## src/rtl/encoder4_2_seq.sv

```systemverilog
// Sequential 4-to-2 priority encoder: request lines are latched into a pending
// register and issued one code at a time over a valid/ready handshake.
module encoder4_2_seq (
   input  logic       clk,
   input  logic       rst,
   input  logic       en,
   input  logic       i_1,
   input  logic       i_2,
   input  logic       i_3,
   input  logic       i_4,
   input  logic       ready,
   output logic       o_1,
   output logic       o_2,
   output logic       valid,
   output logic [3:0] drop_cnt
);

   localparam int unsigned REQ_W  = 4;
   localparam int unsigned CODE_W = 2;
   localparam int unsigned CNT_W  = 4;
   localparam int unsigned SUM_W  = 3;
   localparam int unsigned ACC_W  = CNT_W + 1;

   typedef enum logic {
      IDLE = 1'b0,
      HOLD = 1'b1
   } state_e;

   state_e              state_q, state_d;
   logic [REQ_W-1:0]    pend_q, pend_d;
   logic [CODE_W-1:0]   code_q, code_d;
   logic [CNT_W-1:0]    drop_q, drop_d;

   logic [REQ_W-1:0]    req;
   logic [REQ_W-1:0]    clr;
   logic [REQ_W-1:0]    dropped;
   logic [CODE_W-1:0]   top_idx;
   logic [SUM_W-1:0]    drop_sum;
   logic [ACC_W-1:0]    drop_acc;
   logic                take;

   // Next-state: pick the highest pending index, merge new requests, count merges
   always_comb begin
      state_d  = state_q;
      code_d   = code_q;
      clr      = '0;
      top_idx  = '0;
      req      = en ? {i_4, i_3, i_2, i_1} : '0;

      if (pend_q[3])      top_idx = CODE_W'(3);
      else if (pend_q[2]) top_idx = CODE_W'(2);
      else if (pend_q[1]) top_idx = CODE_W'(1);
      else                top_idx = CODE_W'(0);

      take = ((state_q == IDLE) || ready) && (pend_q != '0);

      if (take) begin
         code_d  = top_idx;
         state_d = HOLD;
         clr     = REQ_W'(1) << top_idx;
      end else if ((state_q == HOLD) && ready) begin
         state_d = IDLE;
      end

      // A new request wins over the clear of the same bit in one edge
      pend_d   = (pend_q & ~clr) | req;
      dropped  = req & pend_q & ~clr;
      drop_sum = SUM_W'(dropped[0]) + SUM_W'(dropped[1])
               + SUM_W'(dropped[2]) + SUM_W'(dropped[3]);
      drop_acc = ACC_W'(drop_q) + ACC_W'(drop_sum);
      drop_d   = (drop_acc > ACC_W'(15)) ? CNT_W'(15) : CNT_W'(drop_acc);
   end

   always_ff @(posedge clk) begin
      if (rst) begin
         state_q <= IDLE;
         pend_q  <= '0;
         code_q  <= '0;
         drop_q  <= '0;
      end else begin
         state_q <= state_d;
         pend_q  <= pend_d;
         code_q  <= code_d;
         drop_q  <= drop_d;
      end
   end

   assign o_1      = code_q[1];
   assign o_2      = code_q[0];
   assign valid    = (state_q == HOLD);
   assign drop_cnt = drop_q;

endmodule

```

## config.mk

```make
export PLATFORM = sky130hd
export DESIGN_NAME = encoder4_2_seq
export DESIGN_NICKNAME = d
export VERILOG_FILES = /design/src/rtl/encoder4_2_seq.sv
export SDC_FILE = /design/constraint.sdc
export NUM_CORES = 1
export LEC_CHECK = 0
export CAP_MARGIN = 30
export CORE_MARGIN = 3
export CORE_UTILIZATION = 44
export DETAILED_ROUTE_END_ITERATION = 7
export PLACE_DENSITY = 0.73
export SLEW_MARGIN = 20
export SYNTH_ARGS = -nofsm -noshare
export SYNTH_HDL_FRONTEND = slang
export SYNTH_SLANG_ARGS = --single-unit
```

## constraint.sdc

```tcl
create_clock -name clk -period 2.96 [get_ports clk]
set_input_delay 0.444 -clock clk [delete_from_list [all_inputs] [get_ports clk]]
set_output_delay 0.444 -clock clk [all_outputs]
set_load 0.02 [all_outputs]
```

==> flow_summary.yaml <==
clocking:
  cts_tree: "built"
  cts.reportedPaths.clkPinSlew_ns: 0.08
  postCtsSetupBuffers: 0
  cts-hold-fix-buffers: 0
  root_buffer: "clkbuf_4"
  h-tree-depth: 1
  clk_latency_ns: 0.27
  cts_resized: 0
  cts_made_buffers: 3
  cts.sinks: 11
  clockBufferDepth: 2
setup_path:
  critPathKind: "input port to register"
  cp-start-kind: "input port"
  worstSetupEndpointType: "register"
  cp.arrival_ns: 2.98
  path_max_fanout: 4
  required_ns: 3.11
global_routing:
  grt_first_pass_wirelength_mm: 2.145
  grt_max_degree: 10
  grt_usage: 0.1620
  grt_overflow: 0
  grt_pass1_vias: 497
  antenna_found_initial: 0
detailed_routing:
  wl_mm: 1.295
  drtAntennaViolNets: 0
  drc: 0
  wl_per_cell_um: 13.92
  vias_per_cell: 5.247
  drt-initial-drc-count: 10
  vias: 488
  dr.pass1.iters: 4
job:
  max_cap_violations: 0
logic_synthesis:
  ys_seq_area_frac: 0.3793
  syn_inst: 60
  synth_most_common_cell: "dfxtp_1"
  ys_warn_count: 0
  synth_nets: 72
  synth_edf_count: 0
  yosysUniqueCellTypes: 26
  ys.flop_type: "dfxtp_1"
  synth_area_sq_um: 580.6
  synth_top_family_by_area: "compound AO/OA/AOI/OAI gates"
  synth_top_area_frac: 0.3793
  synthAdderAreaFrac: 0.1250
  yosysTopAreaCell: "dfxtp_1"
  synth_compound_area_frac: 0.2306
  synth_seq_cells: 11
  synth_xor_xnor_area_share: 0
  synth_common_cells: "11 x dfxtp_1, 7 x a21oi_1, 7 x inv_1, 4 x nand2_1, 4 x o21ai_0"
  synth_area_leaders: "dfxtp_1 38%, fa_1 10%, a21oi_1 6.0%"
  synth.area.mux_share: 0.01724
  synthSimpleGateAreaFrac: 0.1659
  synthArstFlopShare: 0
  avgSynthCellArea_sq_um: 9.676
die:
  die_x_um: 42.33
  io_pins: 15
  initial_utilization: 0.4957
  core_area_sq_um: 1171
  die_area_sq_um: 1791
  rows: 12
  die_h_um: 42.33
placement:
  port_buffers: 14
  dpl-instance-area_sq_um: 747.0
  gp_congestion: 0.7288
  dpl.hpwl_um: 988.1
power:
  vdd_drop_max_mv: 0.2160
  leakage_nw: 0.3008
  p_total_uw: 331.7
  p_per_area_nw_per_um2: 428.9
timing:
  period_minus_slack_ns: 2.828
  max_freq_mhz: 353.6
  setup_viol: 0
  finalCritPeriodShare: 0.9553
  tightest_slew_ns: 0.3859
  rsz0062_at_grt: "false"
  skew_ns: 0.002192
  maxSlewHeadroom: 0.7423
  holdWs_ns: 0.5078
  hold_violations: 0
  slew_viol_final: 0
final_layout:
  fin_util: 0.6603
  drive_gt1_frac: 0.1519
  syn_to_final_growth_pct: 33.19
  diodes: 0
  finalInstanceArea_sq_um: 773.2
  final_nets: 92
hold_path:
  hold_class: "register to register"
run_status:
  status: "finished, final reports clean"
-- layout by cell type, fill, tap and decap left out --
cell type / count
nand3_1: 1
dfxtp_1: 11
clkbuf_4: 3
clkdlybuf4s50_1: 14
a21oi_1: 7
nor2b_4: 1
a21oi_2: 1
nor2b_1: 1
a31oi_1: 1
o41ai_2: 1
o21bai_1: 1
nor4_4: 1
or2_1: 3
o311a_1: 1
fa_1: 3
nand2b_1: 1
o31ai_2: 1
o21ai_0: 4
ha_1: 1
clkbuf_1: 1
nand4_1: 1
buf_4: 4
inv_1: 7
o21ai_1: 2
mux2i_1: 1
nand2_1: 4
a22oi_1: 1
nor2_1: 1
-- sequential cells by signal, indices dropped and copies added (netlist names) --
register	count
drop_cnt	4
pend_q	4
code_q	2
valid	1
-- cell families (layout without fill, tap and decap cells) --
group / count (synthesis) / in the layout
AOI/OAI and AO/OA: 20 / 20
adders and majority gates: 4 / 4
buffers and inverters: 10 / 29
DFF: 11 / 11
muxes: 1 / 1
and+or+nand+nor: 14 / 14
-- power by group --
group          switching (mW)  total, mW  internal (mW)
Clock                  0.0564      0.109         0.0522
Combinational          0.0253     0.0583         0.0330
Sequential            0.00904      0.165          0.156
Total                  0.0908      0.332          0.241
-- stage by stage --
stage               setup slack, ns  std cells  setup TNS (ns)
global placement           -0.07065         89        -0.07172
detailed placement          -0.1441         89         -0.2713
floorplan                    0.3293         60               0
CTS                          0.1150         93               0
global route                0.03470         93               0
finish                       0.1322         93               0
-- worst paths after layout --
kind,depth (start not counted),startpoint,slack (ns),end
max reg2reg,8,pend_q[3],0.33,drop_cnt[1]
min,2,drop_cnt[3],0.51,drop_cnt[3]
min reg2reg,2,drop_cnt[3],0.51,drop_cnt[3]
max,10,ready,0.13,drop_cnt[1]
-- layout make-up --
| cell class | instances | area, sq um |
|---|---|---|
| sequential | 11 | 220.2 |
| clock buffer | 4 | 26.28 |
| timing repair buffer | 18 | 170.2 |
| tap | 14 | 17.52 |
| inverter | 7 | 26.28 |
| multi-input combinational | 39 | 312.8 |
| fill | 94 | 397.9 |
-- critical path: stages --
cell and delay (ns):
clkdlybuf4s50_1 0.45, nor2b_4 0.18, o41ai_2 0.08, or2_1 0.24, fa_1 0.49, fa_1 0.45, inv_1 0.09, fa_1 0.42
inv_1 0.07, a21oi_1 0.06
-- layer usage --
metal  up-vias  GRT usage  share of wire
li1        242          -              -
met3         4    0.04292          0.044
met4         0    0.07453          0.016
met2         9     0.2736           0.51
met1       233     0.1880           0.43
met5         -          0              0
(Power assumes the default switching activity.)
